**config.mk**
```make
export PLATFORM = sky130hd
export DESIGN_NAME = access_anomaly_monitor
export DESIGN_NICKNAME = d
export VERILOG_FILES = /design/src/rtl/access_anomaly_monitor.sv
export SDC_FILE = /design/constraint.sdc
export NUM_CORES = 1
export LEC_CHECK = 0
export CAP_MARGIN = 20
export CORE_UTILIZATION = 58
export CTS_BUF_LIST = sky130_fd_sc_hd__clkbuf_4
export CTS_CLUSTER_SIZE = 8
export DETAILED_ROUTE_END_ITERATION = 6
export PLACE_DENSITY = 0.84
export SLEW_MARGIN = 20
export SYNTH_ARGS = -nofsm -noshare
export SYNTH_HDL_FRONTEND = slang
export SYNTH_SLANG_ARGS = --single-unit
```
**constraint.sdc**
```tcl
create_clock -name clk -period 3.4 [get_ports clk]
set_input_delay 0.68 -clock clk [delete_from_list [all_inputs] [get_ports clk]]
set_output_delay 0.68 -clock clk [all_outputs]
set_load 0.005 [all_outputs]
```
**src/rtl/access_anomaly_monitor.sv**
```systemverilog
// access_anomaly_monitor: stamps each access event with a free-running timestamp,
// tags it with burst-rate and novel-pairing features, and queues the tagged record
// in a small FIFO drained by a valid/ready consumer.
module access_anomaly_monitor #(
    parameter int USER_W     = 4,
    parameter int RES_W      = 4,
    parameter int TS_W       = 16,
    parameter int WINDOW     = 16,
    parameter int BURST_TH   = 3,
    parameter int FIFO_DEPTH = 8,
    parameter int CNT_W      = 4
) (
    input  logic              clk,
    input  logic              rst,
    input  logic              evt_valid,
    input  logic [USER_W-1:0] user_id,
    input  logic [RES_W-1:0]  resource_id,
    output logic              out_valid,
    input  logic              out_ready,
    output logic [TS_W-1:0]   out_ts,
    output logic [USER_W-1:0] out_user,
    output logic [RES_W-1:0]  out_res,
    output logic [1:0]        out_flag,
    output logic              alert,
    output logic [7:0]        overflow_cnt
);

    localparam int NUSERS = 1 << USER_W;
    localparam int NRES   = 1 << RES_W;
    localparam int EP_W   = (WINDOW > 1) ? $clog2(WINDOW) : 1;
    localparam int PTR_W  = (FIFO_DEPTH > 1) ? $clog2(FIFO_DEPTH) : 1;
    localparam int REC_W  = TS_W + USER_W + RES_W + 2;

    localparam logic [EP_W-1:0]  EP_LAST   = EP_W'(WINDOW - 1);
    localparam logic [CNT_W-1:0] CNT_MAX   = {CNT_W{1'b1}};
    localparam logic [CNT_W:0]   BURST_LIM = (CNT_W + 1)'(BURST_TH);
    localparam logic [PTR_W:0]   FIFO_FULL = (PTR_W + 1)'(FIFO_DEPTH);

    logic [TS_W-1:0]   tsCount_q, tsCount_d;
    logic [EP_W-1:0]   epoch_q, epoch_d;
    logic [CNT_W-1:0]  userCnt_q [NUSERS];
    logic [NRES-1:0]   seenMap_q [NUSERS];
    logic [REC_W-1:0]  fifoMem_q [FIFO_DEPTH];
    logic [PTR_W-1:0]  wrPtr_q, wrPtr_d;
    logic [PTR_W-1:0]  rdPtr_q, rdPtr_d;
    logic [PTR_W:0]    fifoCount_q, fifoCount_d;
    logic              alert_q, alert_d;
    logic [7:0]        overflow_q, overflow_d;

    logic              epochLast;
    logic [CNT_W:0]    cntPlusOne;
    logic [1:0]        evtFlags;
    logic              fifoFull;
    logic              popFire;
    logic              pushFire;
    logic              dropFire;
    logic [REC_W-1:0]  headRec;

    // Feature extraction for the incoming event, judged against pre-update state
    always_comb begin
        epochLast   = (epoch_q == EP_LAST);
        cntPlusOne  = {1'b0, userCnt_q[user_id]} + {{CNT_W{1'b0}}, 1'b1};
        evtFlags[0] = (cntPlusOne > BURST_LIM);
        evtFlags[1] = ~seenMap_q[user_id][resource_id];
        fifoFull    = (fifoCount_q == FIFO_FULL);
        popFire     = out_valid && out_ready;
        pushFire    = evt_valid && (!fifoFull || popFire);
        dropFire    = evt_valid && fifoFull && !popFire;
    end

    // Next-state for timestamp, epoch, FIFO bookkeeping, alert and overflow count
    always_comb begin
        tsCount_d   = tsCount_q + 1'b1;
        epoch_d     = epochLast ? '0 : epoch_q + 1'b1;
        wrPtr_d     = pushFire ? wrPtr_q + 1'b1 : wrPtr_q;
        rdPtr_d     = popFire ? rdPtr_q + 1'b1 : rdPtr_q;
        fifoCount_d = fifoCount_q;
        if (pushFire && !popFire) begin
            fifoCount_d = fifoCount_q + 1'b1;
        end else if (popFire && !pushFire) begin
            fifoCount_d = fifoCount_q - 1'b1;
        end
        alert_d    = pushFire && (evtFlags != 2'b00);
        overflow_d = (dropFire && overflow_q != 8'hFF) ? overflow_q + 1'b1 : overflow_q;
    end

    // Scalar state registers with synchronous reset
    always_ff @(posedge clk) begin
        if (rst) begin
            tsCount_q   <= '0;
            epoch_q     <= '0;
            wrPtr_q     <= '0;
            rdPtr_q     <= '0;
            fifoCount_q <= '0;
            alert_q     <= 1'b0;
            overflow_q  <= '0;
        end else begin
            tsCount_q   <= tsCount_d;
            epoch_q     <= epoch_d;
            wrPtr_q     <= wrPtr_d;
            rdPtr_q     <= rdPtr_d;
            fifoCount_q <= fifoCount_d;
            alert_q     <= alert_d;
            overflow_q  <= overflow_d;
        end
    end

    // Per-user saturating counters; the epoch-end clear takes priority over an increment
    always_ff @(posedge clk) begin
        if (rst || epochLast) begin
            for (int u = 0; u < NUSERS; u++) begin
                userCnt_q[u] <= '0;
            end
        end else if (evt_valid && userCnt_q[user_id] != CNT_MAX) begin
            userCnt_q[user_id] <= userCnt_q[user_id] + 1'b1;
        end
    end

    // Pairing bitmaps remember every user/resource combination seen since reset, dropped or not
    always_ff @(posedge clk) begin
        if (rst) begin
            for (int u = 0; u < NUSERS; u++) begin
                seenMap_q[u] <= '0;
            end
        end else if (evt_valid) begin
            seenMap_q[user_id][resource_id] <= 1'b1;
        end
    end

    // Record storage; contents are don't-care until written, occupancy tracks validity
    always_ff @(posedge clk) begin
        if (!rst && pushFire) begin
            fifoMem_q[wrPtr_q] <= {tsCount_q, user_id, resource_id, evtFlags};
        end
    end

    // Head record presented to the consumer, forced to zero while the FIFO is empty
    always_comb begin
        headRec      = fifoMem_q[rdPtr_q];
        out_valid    = (fifoCount_q != '0);
        out_ts       = '0;
        out_user     = '0;
        out_res      = '0;
        out_flag     = '0;
        if (out_valid) begin
            out_ts   = headRec[REC_W-1 -: TS_W];
            out_user = headRec[RES_W+2 +: USER_W];
            out_res  = headRec[2 +: RES_W];
            out_flag = headRec[1:0];
        end
        alert        = alert_q;
        overflow_cnt = overflow_q;
    end

endmodule

```
Yosys cells after proc, flatten, opt, wreduce, memory -nomap -nowiden --
Memory sizes are Yosys's and may differ from the RTL's. A register that Yosys moved wholly into a read port is not among the register bits. Index checks and enable logic that the tools add are counted. W data, S select, Z words.
Cells by class: $add $sub $neg 9, $mul 0, div/mod/pow operators 0, $lt $le $gt $ge 3, equal/unequal tests 4, shift-type cells 0, multiplexer cells 30, bitwise gates (word level) 1, reduce and logical (&&, ||, !) cells 23
Operators by type and width (count):
- $mux W16 | 4
- $mux W4 | 7
- $add A16 B1 Y16 const B | 1
- $reduce_or A16 Y1 | 1
- $mux W1 | 14
- $add A4 B1 Y4 const B | 3
- $logic_and A1 B1 Y1 | 11
- $add A8 B1 Y8 const B | 1
- $eq A4 B4 Y1 const B | 2
- $ne A8 B8 Y1 const B | 1
- $add A3 B1 Y3 const B | 2
- $mux W3 | 2
- $add A4 B1 Y5 const B | 1
- $gt A5 B2 Y1 const B | 1
- $lt A4 B5 Y1 const B | 1
- $bmux W1 S4 | 1
- $demux W1 S4 | 1
- $ge A4 B1 Y1 const B | 1
- $logic_not A1 Y1 | 4
- $ne A4 B4 Y1 const B | 1
- $reduce_bool A2 Y1 | 2
- $reduce_bool A4 Y1 | 1
- $reduce_or A4 Y1 | 1
- $sub A4 B1 Y4 const B | 1
- other kinds (4) | 5
Storage, ports and cells: bits in registers 39, latch bits 0, bits in writable memories 528, memory bits (read-only) 0, input bits 12, logic and storage cells 80, memories kept 3
Memory list:
- seenMap_q | words 16, width 16, read ports 1, clocked after memory_dff 0, write ports 16, RTL line 42 | logic [NRES-1:0] seenMap_q [NUSERS];
- fifoMem_q | words 8, width 26, read ports 1, clocked after memory_dff 1, write ports 1, RTL line 43 | logic [REC_W-1:0] fifoMem_q [FIFO_DEPTH];
- userCnt_q | words 16, width 4, read ports 1, clocked after memory_dff 0, write ports 16, RTL line 41 | logic [CNT_W-1:0] userCnt_q [NUSERS];

Longest topological paths before layout --
Gate-level depths: netlist of the first run.
depth in word-level cells 8, gate-level depth with buffers 13, depth with buffers taken out 11

Worst setup path before layout of the first run --
No wires, ideal clock.
kind input -> register, start point input port rst, end point memory fifoMem_q[0][0] (netlist bit) (enable), arrival time 3209 ps, data required time 2958 ps, setup slack -251 ps, stages 5, cells stage by stage clkbuf_1 nor2_1 nand2_1 or2_2 nor3_1
On the way: word-level cells in the longest chain between the ends 4
RTL lines:
- start: declaration | RTL line 14 | input logic rst,
- $logic_not A1 Y1 | RTL line 132 | if (!rst && pushFire) begin
- $logic_and A1 B1 Y1 | RTL line 132
- $mux W1 | RTL line 132
- $mux W1 (not written as such) | RTL line 133 | fifoMem_q[wrPtr_q] <= {tsCount_q, user_id, resource_id, evtFlags};
- end: declaration | RTL line 43
No other way between the ends.

==> impl_metrics.json, run 1 <==
{
  "start_util_pct": 59.5,
  "drtIter0Drc": 1738,
  "cts_hold_buf": 0,
  "dp_cells": 2378,
  "start_kind": "register",
  "synth.most_common_cell": "dfxtp_1",
  "die_h_um": 202,
  "synth_commonest_cells": "298 x dfxtp_1, 272 x edfxtp_1, 266 x inv_1",
  "setup_tns_ps": 0,
  "avgSynthCellArea_um2": 12.5,
  "ant_nets": 0,
  "hold_viol": 0,
  "worst_pin_slew_ps": 1130,
  "relSlewSlack_pct": 24.7,
  "p_per_area_nw_per_um2": 597,
  "clock-sinks": 570,
  "finalWorstSetupSlack_ps": 71.3,
  "row_count": 72,
  "synth_top_area_share_pct": 35.2,
  "core_um2": 39000,
  "holdWs_ps": 261,
  "clockBufferDepth": 3,
  "min-delay-start": "rst",
  "outcome": "completed",
  "grt_pass1_wl_um": 88600,
  "post-dp-hpwl_um": 33500,
  "final_layout_size_suffix_gt1_share_pct": 24.6,
  "synth_top_area_cell": "edfxtp_1",
  "antenna_found_initial": 1,
  "ys_seq_area_share_pct": 60.9,
  "synth.area.top_cells": "edfxtp_1 35%, dfxtp_1 26%, mux4_2 11%",
  "track_usage_pct": 28.3,
  "routed_via_density": 6.09,
  "path_class": "reg -> out",
  "path_clk_slew_ps": 60,
  "synthFlopType": "dfxtp_1",
  "rsz0062_at_grt": "yes",
  "vias": 16100,
  "cts_root_buf": "clkbuf_4",
  "critical_path.endpoint_type": "primary output",
  "pin_count": 48,
  "clk_latency_ps": 840,
  "leakage_nw": 9.08,
  "area_growth_syn_to_layout_pct": 15.3,
  "seq_power_share_pct": 46.7,
  "die_w_um": 202,
  "cp_data_arrival_time_ps": 2650,
  "fin_cells": 2644,
  "combPwrFrac_pct": 16.3,
  "dr.pass1.iters": 5,
  "synthArstFlopShare_pct": 0,
  "synth_edf_count": 272,
  "routed_wl_um": 58200,
  "yosys_register_bits": 570,
  "fin_crit_sh_pct": 97.9,
  "vdd_drop_max_uv": 400,
  "syn_inst": 1852,
  "clkPwrFrac_pct": 37.0,
  "finalSetupViolations": 0,
  "grt_pass1_vias": 16300,
  "r2r_start": "userCnt_q[3][1]$_SDFFCE_PN0P_",
  "finClkSkew_ps": 46.0,
  "required_ps": 2720,
  "grt-ovfl-total": 0,
  "max_freq_ghz": 0.300,
  "report.final.slew_viol_count": 0,
  "gp_congestion": 0.849,
  "synth_nets": 1875,
  "avgRoutedWirePerCell_um": 22.0,
  "ys_types": 60,
  "cts_tree": "yes",
  "die_area_um2": 40800,
  "io_buffers": 47,
  "intPower_mw": 11.8,
  "numCtsBuffers": 141,
  "synth_area_um2": 23200,
  "hold_class": "in -> reg",
  "drc": 0,
  "htreeDepth": 4,
  "swShare_pct": 26.0,
  "p_total_mw": 16.0,
  "cp_max_fo": 16,
  "dp_slack_ps": -131,
  "nNetsFinal": 2041,
  "ys_warn_count": 0,
  "switchingPower_mw": 4.14,
  "grt_max_degree": 257,
  "period_minus_slack_ps": 3330,
  "maxCapViolCount": 0
}
-- worst paths after layout --
| check | to | slack, ps | cells after the start |
|---|---|---|---|
| setup / recovery | out_ts[9] | 70 | 6 |
| setup reg to reg | fifoMem_q[0][0]$_DFFE_PP_ | 550 | 9 |
| hold / removal | overflow_cnt[3]$_SDFFE_PP0P_ | 260 | 2 |
| hold reg to reg | seenMap_q[1][13]$_DFF_P_ | 460 | 2 |
-- cells in the final DEF (no fill, tap or decap), types with 4 or more instances in the layout --
| cell type | netlist | layout |
|---|---|---|
| nor2_2 | 20 | 26 |
| clkdlybuf4s50_1 | 0 | 18 |
| bufinv_16 | 0 | 5 |
| xor2_1 | 17 | 17 |
| o211ai_1 | 4 | 4 |
| or3_1 | 4 | 4 |
| nor2b_1 | 12 | 12 |
| buf_12 | 2 | 17 |
| buf_4 | 9 | 106 |
| a22oi_1 | 24 | 24 |
| nand4_1 | 5 | 5 |
| dlygate4sd2_1 | 0 | 14 |
| and3_1 | 4 | 4 |
| clkinv_1 | 0 | 27 |
| clkinv_2 | 0 | 5 |
| nor3_1 | 20 | 18 |
| nand3_1 | 31 | 31 |
| nor2_4 | 10 | 10 |
| dfxtp_1 | 298 | 295 |
| o21ai_0 | 28 | 28 |
| o22ai_1 | 257 | 257 |
| a21oi_1 | 16 | 16 |
| clkdlybuf4s15_1 | 0 | 5 |
| nor2_1 | 99 | 93 |
| and2_1 | 4 | 4 |
| inv_1 | 266 | 266 |
| mux2i_1 | 76 | 70 |
| a221oi_1 | 9 | 9 |
| xnor2_1 | 10 | 10 |
| dlymetal6s2s_1 | 0 | 6 |
| nand2b_1 | 5 | 5 |
| mux4_2 | 109 | 109 |
| mux2_2 | 4 | 4 |
| ha_1 | 10 | 10 |
| edfxtp_1 | 272 | 272 |
| clkbuf_4 | 1 | 207 |
| nand2_1 | 51 | 51 |
-- flip-flops by register name (all words and copies together) (netlist names), named ones only --
| signal | cells |
|---|---|
| seenMap_q | 256 |
| rdPtr_q | 3 |
| userCnt_q | 64 |
| wrPtr_q | 3 |
| fifoCount_q | 4 |
| fifoMem_q | 208 |
| overflow_cnt | 8 |
| alert | 1 |
| epoch_q | 4 |
| tsCount_q | 16 |
-- through the flow --
step           utilization (%)  instance area (µm²)
2_1_floorplan                -                23200
3_3_place_gp              63.2                24700
3_5_place_dp              63.2                24700
4_1_cts                   68.2                26600
5_1_grt                   68.5                26700
6_report                  68.5                26700
-- layout make-up --
| class | count | area [µm²] |
|---|---|---|
| fill | 2538 | 12300 |
| sequential | 570 | 14100 |
| multi-input combinational | 868 | 7450 |
| clock buffer | 207 | 1550 |
| clock inverter | 43 | 310 |
| inverter | 266 | 998 |
| antenna | 1 | 2.50 |
| tap | 518 | 648 |
| timing repair buffer | 171 | 1630 |
-- power by group through the flow --
stage	logic, mW	clock network (mW)	registers (mW)
final	2.60	5.90	7.45
after detailed placement	2.36	0	7.63
after floorplan	1.49	0	7.52
after global routing	2.75	6.35	7.45
after CTS	2.43	5.98	7.45
after global placement	2.30	0	7.61
-- critical path, cell delays in order, from the launching register on --
cell,delay [ps]
dfxtp_4,470
buf_12,150
buf_16,180
mux4_2,530
mux2i_1,190
nor2_1,60
dlygate4sd2_1,270
-- what timing repair did --
item                       4_1_cts  5_1_grt
setup endpoints to repair       26        7
setup buffers                    3       12
gates resized for setup         30       15
-- metal layers --
metal,vias to the layer above,wire [µm],track usage [%]
li1,7143,-,-
met1,7881,21300,33.5
met2,886,29500,48.3
met3,202,4980,6.39
met4,0,2400,14.7
met5,-,0,0
-- kinds of logic after synthesis --
logic type / count (synthesis) / synth area share [%]
DFF: 570 / 60.9
AOI/OAI and AO/OA: 358 / 9.90
and+or+nand+nor: 283 / 6.11
muxes: 189 / 14.1
buffers and inverters: 414 / 7.37
adders and majority gates: 11 / 0.626
xor gates and xnor gates: 27 / 1.02
Note: power is estimated with default switching activity, not from simulation.
==> run 2: changes to the inputs <==
Settings changed: CORE_MARGIN set to 1.5.
==> run 2 against run 1 <==
- the run now ends with negative setup slack left
- wire length grew 0.84%
- count of clock-buffer cells in the layout shrank 5
- sequential power is essentially flat
- sequential share of layout area about the same
- design area is essentially flat
- via count increased by 0.35%
- final cell count hardly changed
- register-to-register slack gained 70 ps
- setup slack lost 120 ps
- critical path depth is 1 lower
- global-route usage about the same
- largest power group unchanged
==> impl_metrics.json, run 2 (synthesized netlist as in run 1, its figures left out) <==
{
  "cts_root_buf": "clkbuf_4",
  "pin_count": 48,
  "grt_max_degree": 207,
  "p_total_mw": 15.9,
  "finalWorstSetupSlack_ps": -48.1,
  "path_class": "reg -> out",
  "rsz0062_at_grt": "yes",
  "die_area_um2": 41200,
  "min-delay-start": "user_id[3]",
  "grt_pass1_vias": 16500,
  "clockBufferDepth": 3,
  "holdPathStages": 1,
  "intPower_mw": 11.8,
  "cts_hold_buf": 0,
  "start_util_pct": 58.5,
  "setup_tns_ps": -60.4,
  "required_ps": 2720,
  "start_kind": "register",
  "ant_nets": 0,
  "cts_tree": "yes",
  "largest_reg_flops": 256,
  "reg2reg_to": "userCnt_q[4][1]$_SDFFCE_PN0P_",
  "area_growth_syn_to_layout_pct": 15.2,
  "gp_congestion": 0.869,
  "antenna_found_initial": 1,
  "max_freq_ghz": 0.290,
  "clkPwrFrac_pct": 36.4,
  "cp_max_fo": 7,
  "avgRoutedWirePerCell_um": 22.2,
  "grt_pass1_wl_um": 89300,
  "layout_common_cells": "295 x dfxtp_1, 272 x edfxtp_1, 266 x inv_1",
  "track_usage_pct": 28.3,
  "maxCapViolCount": 0,
  "busiest_layer": "met2",
  "core_um2": 39600,
  "whs_endpoint": "fifoMem_q[7][9]$_DFFE_PP_",
  "leakage_nw": 9.09,
  "routed_wl_um": 58700,
  "period_minus_slack_ps": 3450,
  "dr.pass1.iters": 5,
  "htreeDepth": 4,
  "die_h_um": 203,
  "p_per_area_nw_per_um2": 596,
  "outcome": "finished with violations",
  "r2r_cells": 8,
  "swShare_pct": 25.9,
  "fin_cells": 2643,
  "final_common_cell": "dfxtp_1",
  "use_met1_pct": 34.6,
  "combPwrFrac_pct": 16.9,
  "dp_cells": 2384,
  "worst_pin_slew_ps": 867,
  "die_w_um": 203,
  "nNetsFinal": 2041,
  "switchingPower_mw": 4.13,
  "io_buffers": 47,
  "cp_data_arrival_time_ps": 2770,
  "vdd_drop_max_uv": 367,
  "hold_class": "in -> reg",
  "grt-ovfl-total": 0,
  "regMostFlops": "seenMap_q",
  "top_regs": "seenMap_q: 256 flops, fifoMem_q: 208 flops, userCnt_q: 64 flops",
  "hold_viol": 0,
  "row_count": 73,
  "finClkSkew_ps": 63.9,
  "numCtsBuffers": 140,
  "clk_latency_ps": 870,
  "clock-sinks": 570,
  "dp_slack_ps": -122,
  "finalSetupViolations": 2,
  "relSlewSlack_pct": 42.2,
  "drc": 0,
  "groute.layer.met2.usage_pct": 47.7,
  "final_layout_size_suffix_gt1_share_pct": 24.7,
  "fillers": 2620,
  "post-dp-hpwl_um": 33600,
  "r2r_slack_ps": 620,
  "drtIter0Drc": 1685,
  "critical_path.endpoint_type": "primary output",
  "report.final.slew_viol_count": 0,
  "path_clk_slew_ps": 70,
  "vias": 16200,
  "r2r_start": "userCnt_q[6][0]$_SDFFCE_PN0P_",
  "routed_via_density": 6.12,
  "seq_power_share_pct": 46.7,
  "fin_crit_sh_pct": 101,
  "grt_use_met3_pct": 6.05,
  "violations": "negative setup slack"
}
run 2: changes by cell type in the layout (fill, tap and decap cells not counted), moves of 2 or more:
cell             before  now
buf_4               106  103
dlygate4sd2_1        14    7
clkbuf_2              0    5
clkbuf_4            207  202
clkinv_2              5    2
clkdlybuf4s15_1       5    1
dlymetal6s2s_1        6   10
clkdlybuf4s50_1      18   20
mux2i_1              70   68
buf_8                 0    2
buf_12               17   19
mux2i_2               3    6
run 2: per-layer routing:
layer / vias to the layer above / wire, µm
met5: - / 0
met4: 0 / 2180
met3: 177 / 5130
met2: 927 / 29700
met1: 7931 / 21700
li1: 7133 / -
run 2: area by class of cell:
class / instances / area (µm²) / area share (%)
inverters: 266 / 998 / 3.74
clock inverters: 39 / 292 / 1.09
well taps: 525 / 657 / 2.46
repair buffers: 172 / 1670 / 6.26
clock buffers: 202 / 1520 / 5.67
multi-input cells: 868 / 7450 / 27.9
flip-flops and latches: 570 / 14100 / 52.9
diodes: 1 / 2.50 / 0.00936
run 2: worst max-delay path by stage:
stage	end	slack (ps)
detailed placement	userCnt_q[12][3]$_SDFFCE_PN0P_	-120
floorplan	userCnt_q[0][0]$_SDFFCE_PN0P_	210
CTS	out_flag[1]	-150
global placement	userCnt_q[12][3]$_SDFFCE_PN0P_	60
finish	out_ts[15]	-50
global route	out_ts[15]	-120
run 2: power groups by stage:
| stage | clock [mW] | combinational (mW) | sequential (mW) |
|---|---|---|---|
| 6_report | 5.79 | 2.70 | 7.44 |
| 5_1_grt | 6.18 | 2.86 | 7.45 |
| 4_1_cts | 5.84 | 2.55 | 7.44 |
| 3_5_place_dp | 0 | 2.36 | 7.63 |
| 3_3_place_gp | 0 | 2.28 | 7.61 |
| 2_1_floorplan | 0 | 1.49 | 7.52 |
run 2: through the flow:
| step | hold slack, ps | util, % | area, µm² |
|---|---|---|---|
| after detailed placement | 448 | 62.2 | 24700 |
| after CTS | 189 | 67.1 | 26600 |
| after global placement | 443 | 62.2 | 24700 |
| final | 277 | 67.4 | 26700 |
| after global routing | 222 | 67.4 | 26700 |
| after floorplan | 437 | - | 23200 |
run 2: worst max-delay path, cell delays in order, from the launching register on:
cell and delay, ps:
dfxtp_4 440, buf_6 180, mux4_2 530, mux2i_2 200
nor2_1 90, clkdlybuf4s50_1 460
run 2: timing repair:
item,in CTS,in global routing
pin swaps,0,0
cloned,1,0
buffers inserted,6,10
resized for setup,28,25
endpoints found under the setup margin,26,19
==> run 3: changes to the inputs <==
Settings changed: CORE_UTILIZATION 58 to 64, PLACE_DENSITY 0.84 to 0.88.
Clock period 3.4 ns to 3.5 ns, I/O delays scaled along.
==> run 3 against run 2 <==
- the run ends with design-rule violations, negative setup slack left
- count of clock-buffer cells in the layout up 9
- sequential share of layout area rose by 0.27 points
- via count increased by 0.49%
- die area is 9.2% lower
- largest power group unchanged
- highest routed layer unchanged
==> impl_metrics.json, run 3 (synthesized netlist as in run 1, its figures left out) <==
{
  "antenna_found_initial": 1,
  "die_h_um": 193,
  "relSlewSlack_pct": 20.8,
  "max_freq_ghz": 0.284,
  "final_layout_size_suffix_gt1_share_pct": 24.1,
  "outcome": "finished with violations",
  "p_per_area_nw_per_um2": 589,
  "final_common_cell": "dfxtp_1",
  "path_class": "reg -> out",
  "pin_count": 48,
  "dp_slack_ps": -128,
  "track_usage_pct": 31.2,
  "grt_pass1_vias": 16700,
  "cp_max_fo": 10,
  "period_minus_slack_ps": 3520,
  "fillers": 2037,
  "dp_cells": 2312,
  "rsz0062_at_grt": "yes",
  "reg2reg_to": "fifoMem_q[4][0]$_DFFE_PP_",
  "nNetsFinal": 2029,
  "hold_class": "in -> reg",
  "layout_common_cells": "295 x dfxtp_1, 272 x edfxtp_1, 266 x inv_1",
  "required_ps": 2800,
  "vdd_drop_max_uv": 387,
  "area_growth_syn_to_layout_pct": 14.6,
  "finClkSkew_ps": 65.8,
  "top_regs": "seenMap_q: 256 flops, fifoMem_q: 208 flops, userCnt_q: 64 flops",
  "vias": 16200,
  "core_um2": 35700,
  "regMostFlops": "seenMap_q",
  "grt_max_degree": 250,
  "fin_crit_sh_pct": 101,
  "start_util_pct": 65.1,
  "grt-ovfl-total": 0,
  "ant_nets": 0,
  "largest_reg_flops": 256,
  "fin_cells": 2578,
  "gp_congestion": 0.893,
  "grt_pass1_wl_um": 90200,
  "avgRoutedWirePerCell_um": 23.1,
  "cts_hold_buf": 0,
  "worstPathCellList": "buf_6 -> mux4_2 -> mux2i_1 -> nor2_1 -> clkdlybuf4s50_1",
  "clk_latency_ps": 850,
  "die_w_um": 193,
  "finalSetupViolations": 1,
  "cp_data_arrival_time_ps": 2820,
  "routed_via_density": 6.30,
  "violations": "design-rule violations, negative setup slack",
  "worst_pin_slew_ps": 1190,
  "report.final.slew_viol_count": 0,
  "r2r_cells": 9,
  "leakage_nw": 9.02,
  "path_clk_slew_ps": 90,
  "numCtsBuffers": 139,
  "die_area_um2": 37400,
  "maxCapViolCount": 0,
  "worst_path_largest_cell_delay_ps": 540,
  "post-dp-hpwl_um": 34100,
  "routed_wl_um": 59500,
  "setup_tns_ps": -18.8,
  "clock-sinks": 570,
  "htreeDepth": 4,
  "row_count": 69,
  "start_kind": "register",
  "hold_viol": 0,
  "clockBufferDepth": 3,
  "io_buffers": 47,
  "dr.pass1.iters": 7,
  "drtIter0Drc": 2057,
  "critPathSlowestCell": "mux4_2",
  "cts_root_buf": "clkbuf_4",
  "r2r_slack_ps": 610,
  "setup.worst_path.end": "out_user[0]",
  "r2r_start": "userCnt_q[2][1]$_SDFFCE_PN0P_",
  "cts_tree": "yes",
  "critical_path.endpoint_type": "primary output",
  "drc": 10,
  "finalWorstSetupSlack_ps": -18.8
}
## run 3: cell types whose count changed in the layout (fill, tap and decap cells not counted), moves of 5 or more
cell,change
dlygate4sd2_1,-5
buf_4,-6
clkdlybuf4s50_1,+13
clkbuf_4,+9
buf_12,-5
mux2i_2,-5
clkbuf_2,-5
mux2i_1,+7
## run 3: worst min path at each step
stage,from,cells after the start,slack (ps),end
after floorplan,epoch_q[0]$_SDFF_PP0_,1,440,epoch_q[0]$_SDFF_PP0_
final,rst,2,320,tsCount_q[4]$_SDFF_PP0_
after CTS,rst,2,270,tsCount_q[4]$_SDFF_PP0_
after global routing,rst,2,290,tsCount_q[4]$_SDFF_PP0_
after detailed placement,seenMap_q[12][1]$_DFF_P_,2,450,seenMap_q[12][1]$_DFF_P_
after global placement,seenMap_q[14][12]$_DFF_P_,2,440,seenMap_q[14][12]$_DFF_P_
## run 3: through the flow
step                hold slack [ps]  power [mW]  area, µm²  utilization [%]
floorplan                       437        8.75      23200                -
global placement                443        9.59      24500             68.7
detailed placement              448        9.68      24500             68.7
CTS                             273        15.5      26500             74.2
global route                    285        16.2      26600             74.6
finish                          317        15.7      26600             74.6
## run 3: area by class of cell
| cell class | count | area [µm²] | area share, % |
|---|---|---|---|
| clock buffers | 211 | 1580 | 5.96 |
| well taps | 461 | 577 | 2.17 |
| diodes | 1 | 2.50 | 0.00941 |
| inverters | 266 | 998 | 3.75 |
| clock inverters | 40 | 324 | 1.22 |
| repair buffers | 161 | 1570 | 5.90 |
| flip-flops and latches | 570 | 14100 | 53.2 |
| multi-input cells | 868 | 7400 | 27.8 |
## run 3: layer usage
layer / vias up / GRT usage [%] / part of all wire, %
met5: - / 0 / 0
met4: 0 / 17.9 / 5.1
met3: 249 / 7.18 / 9.2
met2: 956 / 53.2 / 50
met1: 7913 / 36.6 / 35
li1: 7130 / - / -
## run 3: report_power, final
part	switching, mW	internal, mW	total [mW]
combinational	1.21	1.29	2.50
clock	2.70	3.20	5.90
sequential	0.132	7.11	7.25
## run 3: critical path, delay by kind of cell (launching register included)
| kind | cells | cell delay [ps] |
|---|---|---|
| flops | 1 | 450 |
| buf+inv | 2 | 690 |
| simple gates | 1 | 120 |
| mux | 2 | 740 |
## run 3: timing repair
item	in CTS	in global routing
gates cloned	1	0
setup buffers	1	12
endpoints found under the setup margin	23	19
resized for setup	6	11
